**src/rtl/timer_cmd_pulser.sv**
```systemverilog
// Turns handshaked timer commands into one level pulse per command, each followed by a
// guaranteed low gap. Also keeps a shadow copy of the timer's FSM state.
module timer_cmd_pulser #(
  parameter int PULSE_WIDTH = 2,
  parameter int GAP_WIDTH   = 2
) (
  input  logic       clk,
  input  logic       rst_n,
  input  logic       cmd_valid,
  output logic       cmd_ready,
  input  logic [1:0] cmd_code,
  output logic       timer_start,
  output logic       timer_stand,
  output logic       timer_reset,
  output logic       timer_restart,
  output logic       busy,
  output logic [1:0] timer_state,
  output logic       cmd_noop
);

  typedef enum logic [1:0] {
    S_IDLE  = 2'd0,
    S_PULSE = 2'd1,
    S_GAP   = 2'd2
  } state_t;

  localparam logic [1:0] CMD_START   = 2'b00;
  localparam logic [1:0] CMD_STAND   = 2'b01;
  localparam logic [1:0] CMD_RESET   = 2'b10;
  localparam logic [1:0] CMD_RESTART = 2'b11;

  localparam logic [1:0] TS_IDLE     = 2'b00;
  localparam logic [1:0] TS_COUNTING = 2'b10;
  localparam logic [1:0] TS_STAND    = 2'b01;

  localparam logic [7:0] PULSE_LOAD = 8'(PULSE_WIDTH - 1);
  localparam logic [7:0] GAP_LOAD   = 8'(GAP_WIDTH - 1);

  // Handshake: a command transfers on a rising clk edge where cmd_valid && cmd_ready;
  // the source must hold cmd_valid/cmd_code stable until that edge.

  state_t     state, state_next;
  logic [7:0] cnt, cnt_next;
  logic [3:0] ctl_q, ctl_next;
  logic [1:0] tstate_next;
  logic       noop_next;
  logic       busy_next;
  logic       accept;

  assign cmd_ready = (state == S_IDLE);
  assign accept    = cmd_valid && cmd_ready;

  always_comb begin
    state_next  = state;
    cnt_next    = cnt;
    ctl_next    = ctl_q;
    tstate_next = timer_state;
    noop_next   = 1'b0;
    case (state)
      S_IDLE: begin
        if (accept) begin
          state_next = S_PULSE;
          cnt_next   = PULSE_LOAD;
          ctl_next   = 4'b0001 << cmd_code;
          // Shadow-state transition table; unlisted pairs leave the state alone.
          case (timer_state)
            TS_IDLE: begin
              case (cmd_code)
                CMD_START, CMD_RESTART: tstate_next = TS_COUNTING;
                CMD_STAND:              tstate_next = TS_STAND;
                default:                noop_next   = 1'b1;
              endcase
            end
            TS_COUNTING: begin
              case (cmd_code)
                CMD_RESET: tstate_next = TS_IDLE;
                CMD_STAND: tstate_next = TS_STAND;
                default:   noop_next   = 1'b1;
              endcase
            end
            TS_STAND: begin
              case (cmd_code)
                CMD_RESET:              tstate_next = TS_IDLE;
                CMD_START, CMD_RESTART: tstate_next = TS_COUNTING;
                default:                noop_next   = 1'b1;
              endcase
            end
            default: tstate_next = TS_IDLE;
          endcase
        end
      end
      S_PULSE: begin
        if (cnt == 8'd0) begin
          state_next = S_GAP;
          cnt_next   = GAP_LOAD;
          ctl_next   = 4'b0000;
        end else begin
          cnt_next = cnt - 8'd1;
        end
      end
      S_GAP: begin
        if (cnt == 8'd0) begin
          state_next = S_IDLE;
        end else begin
          cnt_next = cnt - 8'd1;
        end
      end
      default: begin
        state_next = S_IDLE;
        cnt_next   = 8'd0;
        ctl_next   = 4'b0000;
      end
    endcase
    busy_next = (state_next != S_IDLE);
  end

  always_ff @(posedge clk or negedge rst_n) begin
    if (!rst_n) begin
      state       <= S_IDLE;
      cnt         <= 8'd0;
      ctl_q       <= 4'b0000;
      timer_state <= TS_IDLE;
      cmd_noop    <= 1'b0;
      busy        <= 1'b0;
    end else begin
      state       <= state_next;
      cnt         <= cnt_next;
      ctl_q       <= ctl_next;
      timer_state <= tstate_next;
      cmd_noop    <= noop_next;
      busy        <= busy_next;
    end
  end

  assign timer_start   = ctl_q[0];
  assign timer_stand   = ctl_q[1];
  assign timer_reset   = ctl_q[2];
  assign timer_restart = ctl_q[3];

endmodule

```
**config.mk**
```make
export PLATFORM = sky130hd
export DESIGN_NAME = timer_cmd_pulser
export DESIGN_NICKNAME = d
export VERILOG_FILES = /design/src/rtl/timer_cmd_pulser.sv
export SDC_FILE = /design/constraint.sdc
export NUM_CORES = 1
export LEC_CHECK = 0
export BUFFER_PORTS_ARGS = -buffer_cell sky130_fd_sc_hd__buf_2
export CAP_MARGIN = 20
export CORE_ASPECT_RATIO = 1.1
export CORE_MARGIN = 2
export CORE_UTILIZATION = 60
export CTS_BUF_LIST = sky130_fd_sc_hd__clkbuf_4
export CTS_CLUSTER_SIZE = 20
export DETAILED_ROUTE_END_ITERATION = 8
export PLACE_DENSITY = 0.88
export SLEW_MARGIN = 0
export SYNTH_ARGS = -nofsm -noshare
export SYNTH_HDL_FRONTEND = slang
export SYNTH_SLANG_ARGS = --single-unit
```
**constraint.sdc**
```tcl
create_clock -name clk -period 4.8 [get_ports clk]
set_input_delay 0.24 -clock clk [delete_from_list [all_inputs] [get_ports clk]]
set_output_delay 0.24 -clock clk [all_outputs]
set_load 0.02 [all_outputs]
```
==> results of run 1 <==
==> logic make-up (layout without fill, tap and decap cells) <==
kind of cell | after synthesis | count (layout) | share of synthesized area, %
simple gates | 50 | 50 | 23.7
compound gates | 32 | 32 | 18.0
flops | 18 | 18 | 39.4
buf+inv | 15 | 27 | 5.04
fa+ha+maj | 8 | 8 | 8.76
xor+xnor | 3 | 3 | 2.30
mux | 3 | 3 | 2.85
==> power breakdown <==
group	internal, µW	leakage (µW)	switching [µW]
Clock	30.3	0.0000154	45.4
Combinational	6.25	0.000348	12.2
Sequential	153	0.000219	0.996
Total	189	0.000582	58.6
==> worst min-delay path by stage <==
stage                         end  cells past startpoint  slack [ps]       from
3_3_place_gp   cnt[4]$_DFFE_PN0P_                      1         190      rst_n
5_1_grt        cmd_noop$_DFF_PN0_                      3         320  cmd_valid
2_1_floorplan      busy$_DFF_PN0_                      0         -60      rst_n
6_report       cmd_noop$_DFF_PN0_                      3         320  cmd_valid
3_5_place_dp   cnt[4]$_DFFE_PN0P_                      1         190      rst_n
4_1_cts        cmd_noop$_DFF_PN0_                      3         310  cmd_valid
==> metrics by stage <==
step	util [%]	instances	instance area, µm²	hold slack (ps)	power (µW)
final	69.7	159	1240	316	248
after global routing	69.7	159	1240	323	258
after CTS	69.7	159	1240	308	250
after detailed placement	67.7	154	1210	189	175
after global placement	67.7	154	1210	192	174
after floorplan	-	129	1140	-55.6	166
==> routing by layer <==
metal | GRT usage, % | share of wire [%] | up-vias
li1 | - | - | 485
met1 | 30.5 | 42 | 470
met2 | 39.4 | 52 | 27
met3 | 2.20 | 4.1 | 4
met4 | 9.31 | 1.2 | 0
met5 | 0 | 0 | -
==> Yosys cell counts (2+ instances only) <==
library cell,number
or4_4,2
inv_1,9
o21ai_0,9
mux2_2,2
nor2_1,15
xnor2_1,2
nor2b_1,3
nand2_1,13
a21oi_1,6
nand3_1,2
nor4_2,2
o32ai_1,4
clkbuf_1,5
dfrtp_1,18
nor3_1,3
a31oi_1,7
ha_1,8
==> state kept, by name, summed over array words and instances (netlist names) <==
name,cells
busy,1
cmd_noop,1
cnt,8
ctl_q,4
state,2
timer_state,2
==> cell type report <==
class | count | share of cell area [%]
timing repair buffer | 14 | 6.04
clock inverter | 1 | 0.302
tap | 18 | 1.81
clock buffer | 3 | 1.81
multi-input combinational | 96 | 51.1
sequential | 18 | 36.3
inverter | 9 | 2.72
==> repair_timing <==
action                     4_1_cts  5_1_grt
hold endpoints to repair        18        0
hold buffers                     1        0
setup endpoints to repair        0        0
==> worst register-to-register path: stages, from the launching register on <==
cell	delay (ps)
dfrtp_1	430
nor4_2	410
nand3_1	390
mux2i_1	210
a221o_1	350
==> reports/qor.csv, run 1 <==
stage,metric,value,unit
clock_tree,clock root cell,clkbuf_4,
clock_tree,total CTS buffers,3,
finish,count of fill cells added during filler insertion,140,
setup_path,startpoint of the worst-slack reg-to-reg timing path,cnt[3]$_DFFE_PN0P_,
placed_design,worst setup slack before clock tree synthesis,2950,ps
timing,final-report hold violation count,0,
route,Via density,6.20,
clock_tree,clock latency on the worst-skew pair,290,ps
route,via count of the routed design,986,
setup_path,Worst path max stage delay,430,ps
setup_path,CP Capture Point,cnt[1]$_DFFE_PN0P_,
placed_design,port bufs,13,
logic_synthesis,area of the mapped netlist,1140,µm²
finish,most frequent standard cell in the layout excluding fill and tap cells,dfrtp_1,
setup_path,worst reg2reg path endpoint,cnt[1]$_DFFE_PN0P_,
timing,shortest clock period the worst path allows after layout,1890,ps
timing,max_slew headroom,56.1,%
logic_synthesis,sequential share of the synthesized area,39.4,%
clock_tree,total clock sinks,18,
setup_path,stages on the worst setup path,4,
timing,Final setup viols,0,
timing,Max Transition Viols Final,0,
logic_synthesis,Synth Net Count,142,
timing,worst-case setup margin in the final layout,2910,ps
grt,via count of the first global-routing pass,932,
finish,n_diodes,0,
floorplanning,std cell rows,16,
floorplanning,IO Pins,14,
finish,most frequent cells in the layout,"18 x dfrtp_1, 15 x nor2_1, 13 x nand2_1, 13 x buf_2",
logic_synthesis,most used flip-flop cell after synthesis,dfrtp_1,
timing,achievable clock frequency,528,MHz
setup_path,data required time of the critical path,4990,ps
clock_tree,"Reg clk slew, reported paths",100,ps
route,overall routed net length,2.39,mm
floorplanning,Core Box Area,1780,µm²
setup_path,master of the slowest instance on the critical path,dfrtp_1,
finish,footprint of the multi-input gates,634,µm²
floorplanning,die extent in x,45.6,µm
route,remaining routing DRC violations,0,
setup_path,worst reg2reg setup slack,2910,ps
timing,period utilisation layout,39.4,%
setup_path,launching instance or port of the critical path,cnt[3]$_DFFE_PN0P_,
logic_synthesis,YS warnings,0,
route,routed len/inst,15.0,µm
floorplanning,die area,2270,µm²
power_and_ir_drop,ratio of total power to cell area,200,nW/µm²
clock_tree,CTS tree,done,
logic_synthesis,share of flip-flops with an asynchronous set or reset after synthesis,100,%
logic_synthesis,distinct cell type count after synthesis,36,
grt,total routing usage reported by global routing,23.7,%
floorplanning,starting density of the core,64.1,%
min_path,classification of the worst-slack hold path,in2reg,
grt,first-pass GRT wire length,4.00,mm
timing,setup repair after global routing missed its margin,no,
logic_synthesis,number of standard cells after synthesis,129,
logic_synthesis,synthesized area per cell,8.86,µm²
timing,slew at the pin closest to its max-slew limit,659,ps
power_and_ir_drop,Leak Pwr,0.000582,µW
flow_run,max-cap viol count,0,
timing,worst setup skew after layout,2.53,ps
placed_design,estimated wirelength of the detail-placed design,1.75,mm
grt,global route total overflow,0,
clock_tree,post-cts resize count,0,
run_status,outcome,"complete, no violations",
setup_path,critical-path cell list,nor4_2 > nand3_1 > mux2i_1 > a221o_1,
route,antenna-violating nets left,0,
power_and_ir_drop,maximum ir drop on the vdd rail,212,µV
setup_path,"Worst Path Class, Setup",reg2reg,
finish,area used by sequential logic in the layout,450,µm²
placed_design,placer's final routability congestion estimate,0.940,
setup_path,gate family responsible for the most delay along the worst path,simple AND/OR/NAND/NOR gates,
finish,net count of the finished layout,155,
grt,largest net degree at the start of global routing,23,
clock_tree,"Setup Fix Bufs, Post-CTS",0,
logic_synthesis,number of synthesized register bits,18,
setup_path,data arrival time of the worst path,2080,ps
route,DRT iter0 DRCs,26,
finish,Syn-to-layout area delta,8.76,%
floorplanning,die boundary height,49.8,µm
setup_path,cell count of the worst reg-to-reg path,4,
setup_path,kind of launch point of the worst setup path,flip-flop,
logic_synthesis,leading cell types by total area after synthesis,"dfrtp_1 39%, ha_1 8.8%, nor2_1 4.9%",
setup_path,Critical Path End Type,flip-flop,
setup_path,critical-path maximum fanout,10,
finish,fraction of final layout cells sized beyond drive strength 1,17.0,%
logic_synthesis,proportion of netlist area held by the largest area contributor,39.4,%
clock_tree,maximum buffer depth of the clock tree,2,
timing,post-route setup TNS,0,ps
grt,antenna violations before repair,0,
logic_synthesis,largest area contributor in the synthesized netlist,dfrtp_1,
logic_synthesis,Post-synth EDFFs,0,
clock_tree,H-tree depth reported by CTS,1,
route,number of optimization iterations in the first detailed-route pass,4,
setup_path,WP buf/inv,0,
Power figures use the tool's default switching activity.
==> run 2: changes to the inputs <==
--- a/config.mk
+++ b/config.mk
@@ -5,15 +5,16 @@
 export SDC_FILE = /design/constraint.sdc
 export NUM_CORES = 1
 export LEC_CHECK = 0
+export ABC_AREA = 1
 export BUFFER_PORTS_ARGS = -buffer_cell sky130_fd_sc_hd__buf_2
 export CAP_MARGIN = 20
 export CORE_ASPECT_RATIO = 1.1
 export CORE_MARGIN = 2
-export CORE_UTILIZATION = 60
+export CORE_UTILIZATION = 59
 export CTS_BUF_LIST = sky130_fd_sc_hd__clkbuf_4
 export CTS_CLUSTER_SIZE = 20
 export DETAILED_ROUTE_END_ITERATION = 8
-export PLACE_DENSITY = 0.88
+export PLACE_DENSITY = 0.87
 export SLEW_MARGIN = 0
 export SYNTH_ARGS = -nofsm -noshare
 export SYNTH_HDL_FRONTEND = slang
==> constraint.sdc (replaced) <==
create_clock -name clk -period 1.85 [get_ports clk]
set_input_delay 0.0925 -clock clk [delete_from_list [all_inputs] [get_ports clk]]
set_output_delay 0.0925 -clock clk [all_outputs]
set_load 0.02 [all_outputs]
==> reports/qor.csv, run 2 <==
stage,metric,value,unit
logic_synthesis,area of the mapped netlist,1150,µm²
grt,antenna violations before repair,0,
timing,slew at the pin closest to its max-slew limit,409,ps
min_path,startpoint of the most critical hold path,cmd_valid,
logic_synthesis,proportion of netlist area held by the largest area contributor,39.2,%
timing,shortest clock period the worst path allows after layout,1490,ps
timing,achievable clock frequency,670,MHz
clock_tree,maximum buffer depth of the clock tree,2,
grt,total routing usage reported by global routing,24.8,%
min_path,classification of the worst-slack hold path,in2reg,
logic_synthesis,Post-synth EDFFs,0,
finish,n_diodes,0,
power_and_ir_drop,Final Total Pwr,617,µW
timing,Max Transition Viols Final,0,
finish,fraction of final layout cells sized beyond drive strength 1,23.3,%
route,overall routed net length,2.38,mm
finish,Biggest register,cnt,
clock_tree,total clock sinks,18,
setup_path,Worst path max stage delay,400,ps
setup_path,critical-path maximum fanout,6,
finish,area used by sequential logic in the layout,450,µm²
clock_tree,"Reg clk slew, reported paths",90,ps
finish,most frequent cells in the layout,"43 x nand2_1, 18 x dfrtp_1, 15 x inv_1",
grt,largest net degree at the start of global routing,19,
setup_path,critical-path cell list,inv_1 > ha_1 > nand2_1 > nor2_1 > nand3_4 > nand2_4 > a21oi_2 > nand2_1 > nand2_1,
setup_path,kind of launch point of the worst setup path,flip-flop,
route,Via density,5.54,
clock_tree,"Setup Fix Bufs, Post-CTS",0,
setup_path,worst reg2reg setup slack,360,ps
finish,most frequent standard cell in the layout excluding fill and tap cells,nand2_1,
grt,global route total overflow,0,
timing,max_slew headroom,72.7,%
setup_path,startpoint of the worst-slack reg-to-reg timing path,cnt[0]$_DFFE_PN0P_,
setup_path,worst reg2reg path endpoint,cnt[0]$_DFFE_PN0P_,
floorplanning,die area,2320,µm²
power_and_ir_drop,ratio of total power to cell area,486,nW/µm²
route,via count of the routed design,1002,
setup_path,WP buf/inv,1,
timing,Final setup viols,0,
finish,count of fill cells added during filler insertion,147,
floorplanning,std cell rows,16,
clock_tree,total CTS buffers,3,
grt,first-pass GRT wire length,4.20,mm
logic_synthesis,leading cell types by total area after synthesis,"dfrtp_1 39%, nand2_1 14%, ha_1 8.7%",
setup_path,data arrival time of the worst path,1680,ps
logic_synthesis,YS warnings,0,
min_path,Worst Hold Path EP,state[0]$_DFF_PN0_,
logic_synthesis,"count leader, synth",nand2_1,
logic_synthesis,distinct cell type count after synthesis,22,
route,routed len/inst,13.1,µm
placed_design,placer's final routability congestion estimate,0.884,
logic_synthesis,Synth Net Count,159,
placed_design,port bufs,13,
grt,via count of the first global-routing pass,1053,
setup_path,Critical Path End Type,flip-flop,
finish,Syn-to-layout area delta,10.4,%
timing,period utilisation layout,80.7,%
route,number of optimization iterations in the first detailed-route pass,4,
setup_path,data required time of the critical path,2040,ps
clock_tree,H-tree depth reported by CTS,1,
logic_synthesis,most used flip-flop cell after synthesis,dfrtp_1,
timing,setup repair after global routing missed its margin,no,
flow_run,max-cap viol count,0,
run_status,outcome,"complete, no violations",
setup_path,"Worst Path Class, Setup",reg2reg,
finish,largest registers,"cnt: 8 flops, ctl_q: 4 flops",
clock_tree,post-cts resize count,0,
floorplanning,die extent in x,46.1,µm
logic_synthesis,synthesized area per cell,7.88,µm²
timing,final-report hold violation count,0,
power_and_ir_drop,Leak Pwr,0.000677,µW
clock_tree,clock root cell,clkbuf_4,
logic_synthesis,leading cell types by count after synthesis,"43 x nand2_1, 18 x dfrtp_1, 15 x inv_1",
finish,footprint of the multi-input gates,599,µm²
min_path,hold path cells,3,
timing,worst setup skew after layout,0.754,ps
route,remaining routing DRC violations,0,
clock_tree,CTS tree,done,
route,DRT iter0 DRCs,24,
floorplanning,starting density of the core,63.8,%
placed_design,estimated wirelength of the detail-placed design,1.88,mm
finish,net count of the finished layout,178,
logic_synthesis,largest area contributor in the synthesized netlist,dfrtp_1,
setup_path,Most Frequent Cell on Critical Path,nand2_1,
power_and_ir_drop,maximum ir drop on the vdd rail,525,µV
setup_path,gate family responsible for the most delay along the worst path,simple AND/OR/NAND/NOR gates,
logic_synthesis,sequential share of the synthesized area,39.2,%
timing,post-route setup TNS,0,ps
logic_synthesis,share of flip-flops with an asynchronous set or reset after synthesis,100,%
floorplanning,IO Pins,14,
logic_synthesis,number of synthesized register bits,18,
floorplanning,die boundary height,50.3,µm
finish,"flip-flop count of the largest register, all copies and words added",8,
floorplanning,Core Box Area,1800,µm²
logic_synthesis,number of standard cells after synthesis,146,
route,antenna-violating nets left,0,
setup_path,master of the slowest instance on the critical path,dfrtp_1,
clock_tree,clock latency on the worst-skew pair,290,ps
setup_path,cell count of the worst reg-to-reg path,9,
run 2: routing by layer:
metal	global-route usage (%)	vias up	share of wire, %
met5	0	-	0
met3	2.52	8	3.6
li1	-	498	-
met4	16.7	0	3.0
met1	30.2	469	42
met2	39.8	27	51
run 2: layout make-up:
class / count / area share (%)
repair buffers: 14 / 5.91
multi-input cells: 104 / 47.2
clock buffers: 3 / 1.77
flip-flops and latches: 18 / 35.5
inverters: 24 / 7.88
well taps: 18 / 1.77
run 2: how the worst max path moves through the flow:
stage / end / cells past startpoint / start / slack (ps)
floorplan: cnt[1]$_DFFE_PN0P_ / 9 / cnt[0]$_DFFE_PN0P_ / 500
global placement: cnt[1]$_DFFE_PN0P_ / 9 / cnt[0]$_DFFE_PN0P_ / 430
detailed placement: cnt[0]$_DFFE_PN0P_ / 9 / cnt[0]$_DFFE_PN0P_ / 390
CTS: cnt[0]$_DFFE_PN0P_ / 9 / cnt[0]$_DFFE_PN0P_ / 370
global route: cnt[0]$_DFFE_PN0P_ / 9 / cnt[0]$_DFFE_PN0P_ / 230
finish: cnt[0]$_DFFE_PN0P_ / 9 / cnt[0]$_DFFE_PN0P_ / 360
run 2: worst register-to-register path: stages (launching register included):
cell and delay, ps:
dfrtp_1 400, inv_1 130, ha_1 210, nand2_1 60, nor2_1 160, nand3_4 130, nand2_4 130, a21oi_2 50
nand2_1 70, nand2_1 50
run 2: stage by stage:
step	worst slack [ps]	area [µm²]	hold WS [ps]	cells	utilization [%]
finish	358	1270	153	181	70.5
global route	228	1270	157	181	70.5
CTS	366	1270	146	181	70.5
detailed placement	389	1240	48.0	177	68.7
global placement	430	1240	39.9	177	68.7
floorplan	502	1150	-203	146	-
run 2: power by group:
part | leakage [µW] | switching (µW) | internal, µW | total (µW)
Sequential | 0.000208 | 0.798 | 394 | 395
Clock | 0.0000138 | 115 | 75.8 | 191
Combinational | 0.000455 | 20.6 | 9.89 | 30.5
run 2: cell families after synthesis:
family / after synthesis / synth area share, %
AOI/OAI and AO/OA: 17 / 9.25
adders and majority gates: 8 / 8.71
xor gates and xnor gates: 1 / 0.762
DFF: 18 / 39.2
buffers and inverters: 24 / 8.71
and+or+nand+nor: 78 / 33.4
run 2: what timing repair did:
| action | 4_1_cts | 5_1_grt |
|---|---|---|
| hold endpoints to repair | 18 | 0 |
| hold buffers | 1 | 0 |
| endpoints found under the setup margin | 0 | 0 |
==> run 3: changes to the inputs <==
--- a/config.mk
+++ b/config.mk
@@ -5,7 +5,7 @@
 export SDC_FILE = /design/constraint.sdc
 export NUM_CORES = 1
 export LEC_CHECK = 0
-export ABC_AREA = 1
+export ABC_AREA = 0
 export BUFFER_PORTS_ARGS = -buffer_cell sky130_fd_sc_hd__buf_2
 export CAP_MARGIN = 20
 export CORE_ASPECT_RATIO = 1.1
==> constraint.sdc (replaced) <==
create_clock -name clk -period 1.55 [get_ports clk]
set_input_delay 0.0775 -clock clk [delete_from_list [all_inputs] [get_ports clk]]
set_output_delay 0.0775 -clock clk [all_outputs]
set_load 0.02 [all_outputs]
==> reports/qor.csv, run 3 (synthesis results as in run 1) <==
stage,metric,value,unit
route,antenna-violating nets left,0,
timing,worst-case setup margin in the final layout,-238,ps
floorplanning,Core Box Area,1800,µm²
finish,Syn-to-layout area delta,38.0,%
route,Via density,6.46,
setup_path,"Worst Path Class, Setup",reg2reg,
setup_path,data arrival time of the worst path,1990,ps
floorplanning,std cell rows,16,
finish,fraction of final layout cells sized beyond drive strength 1,40.6,%
timing,slew at the pin closest to its max-slew limit,505,ps
placed_design,port bufs,13,
route,DRT iter0 DRCs,44,
min_path,classification of the worst-slack hold path,in2reg,
run_status,violated checks,setup timing,
grt,largest net degree at the start of global routing,19,
clock_tree,maximum buffer depth of the clock tree,2,
floorplanning,die area,2300,µm²
grt,global route total overflow,0,
floorplanning,starting density of the core,63.4,%
timing,shortest clock period the worst path allows after layout,1790,ps
clock_tree,total CTS buffers,3,
placed_design,placed cell count,172,
route,routed len/inst,19.0,µm
placed_design,placer's final routability congestion estimate,0.859,
grt,first-pass GRT wire length,4.99,mm
flow_run,max-cap viol count,0,
clock_tree,clock latency on the worst-skew pair,310,ps
finish,Biggest register,cnt,
finish,largest registers,"cnt: 8 flops, ctl_q: 4 flops",
route,remaining routing DRC violations,0,
grt,antenna violations before repair,0,
power_and_ir_drop,Leak Pwr,0.000720,µW
finish,most frequent standard cell in the layout excluding fill and tap cells,buf_4,
finish,final core utilization,87.5,%
finish,"number of standard cells in the layout, taps in and fillers out",183,
grt,via count of the first global-routing pass,1103,
clock_tree,total clock sinks,18,
finish,most frequent cells in the layout,"20 x buf_4, 16 x dfrtp_1, 14 x nor2_1",
setup_path,data required time of the critical path,1750,ps
power_and_ir_drop,maximum ir drop on the vdd rail,516,µV
floorplanning,die extent in x,46.0,µm
timing,max_slew headroom,66.2,%
grt,total routing usage reported by global routing,30.0,%
finish,"flip-flop count of the largest register, all copies and words added",8,
floorplanning,die boundary height,50.2,µm
route,via count of the routed design,1182,
route,number of optimization iterations in the first detailed-route pass,4,
clock_tree,clock root cell,clkbuf_4,
timing,post-route setup TNS,-1110,ps
timing,achievable clock frequency,559,MHz
setup_path,Critical Path End Type,flip-flop,
power_and_ir_drop,ratio of total power to cell area,513,nW/µm²
setup_path,critical-path maximum fanout,2,
timing,Final setup viols,11,
route,overall routed net length,3.48,mm
clock_tree,CTS tree,done,
setup_path,kind of launch point of the worst setup path,flip-flop,
finish,net count of the finished layout,179,
placed_design,estimated wirelength of the detail-placed design,2.00,mm
clock_tree,"Reg clk slew, reported paths",120,ps
timing,period utilisation layout,115,%
timing,worst setup skew after layout,3.04,ps
clock_tree,H-tree depth reported by CTS,1,
timing,final-report hold violation count,0,
floorplanning,IO Pins,14,
timing,setup repair after global routing missed its margin,yes,
run_status,outcome,finished with violations,
timing,Max Transition Viols Final,0,
finish,n_diodes,0,
[run 3: per-stage QoR]
stage	hold WS (ps)	worst slack, ps	power [µW]	area [µm²]
after floorplan	-218	-193	514	1150
after global placement	25.9	-181	541	1350
after detailed placement	35.4	-238	544	1350
after CTS	132	-217	791	1440
after global routing	171	-260	841	1580
final	166	-238	809	1580
[run 3: repair_timing]
item                                    4_1_cts  5_1_grt
gates cloned                                  0        0
endpoints found under the setup margin       10       16
hold endpoints to repair                     18        0
pin swaps                                     6       15
hold buffers                                  1        0
gates resized for setup                       8       31
setup buffers                                 4        4
[run 3: report_power, final]
group | leakage [µW] | internal (µW) | switching [µW]
registers | 0.000217 | 473 | 4.11
logic | 0.000488 | 24.4 | 42.8
clock network | 0.0000154 | 94.2 | 171
[run 3: worst paths after layout]
check,cells past startpoint,from,endpoint,slack (ps)
min in group asynchronous,2,rst_n,cnt[4]$_DFFE_PN0P_,220
setup reg to reg,3,cnt[1]$_DFFE_PN0P_,cnt[7]$_DFFE_PN0P_,-240
max in group asynchronous,2,rst_n,cnt[3]$_DFFE_PN0P_,1010
setup / recovery,3,cnt[1]$_DFFE_PN0P_,cnt[7]$_DFFE_PN0P_,-240
hold / removal,3,cmd_valid,cmd_noop$_DFF_PN0_,170
hold reg to reg,2,ctl_q[2]$_DFFE_PN0P_,ctl_q[2]$_DFFE_PN0P_,550
[run 3: critical path, stage by stage (launching register included)]
cell,delay (ps)
dfrtp_1,400
or4_4,540
or4_4,450
a311o_1,290
[run 3: layer usage]
layer  routed length [µm]  part of all wire, %  track usage (%)
met5                    0                    0                0
met2                 1830                   53             49.8
met4                  103                  3.0             11.0
met1                 1370                   39             37.9
met3                  177                  5.1             5.40
[run 3: area by class of cell]
cell class	count	area (µm²)
clock buffers	3	22.5
clock inverters	1	3.75
fillers	78	225
inverters	9	36.3
multi-input cells	96	764
flip-flops and latches	18	453
well taps	18	22.5
repair buffers	38	274
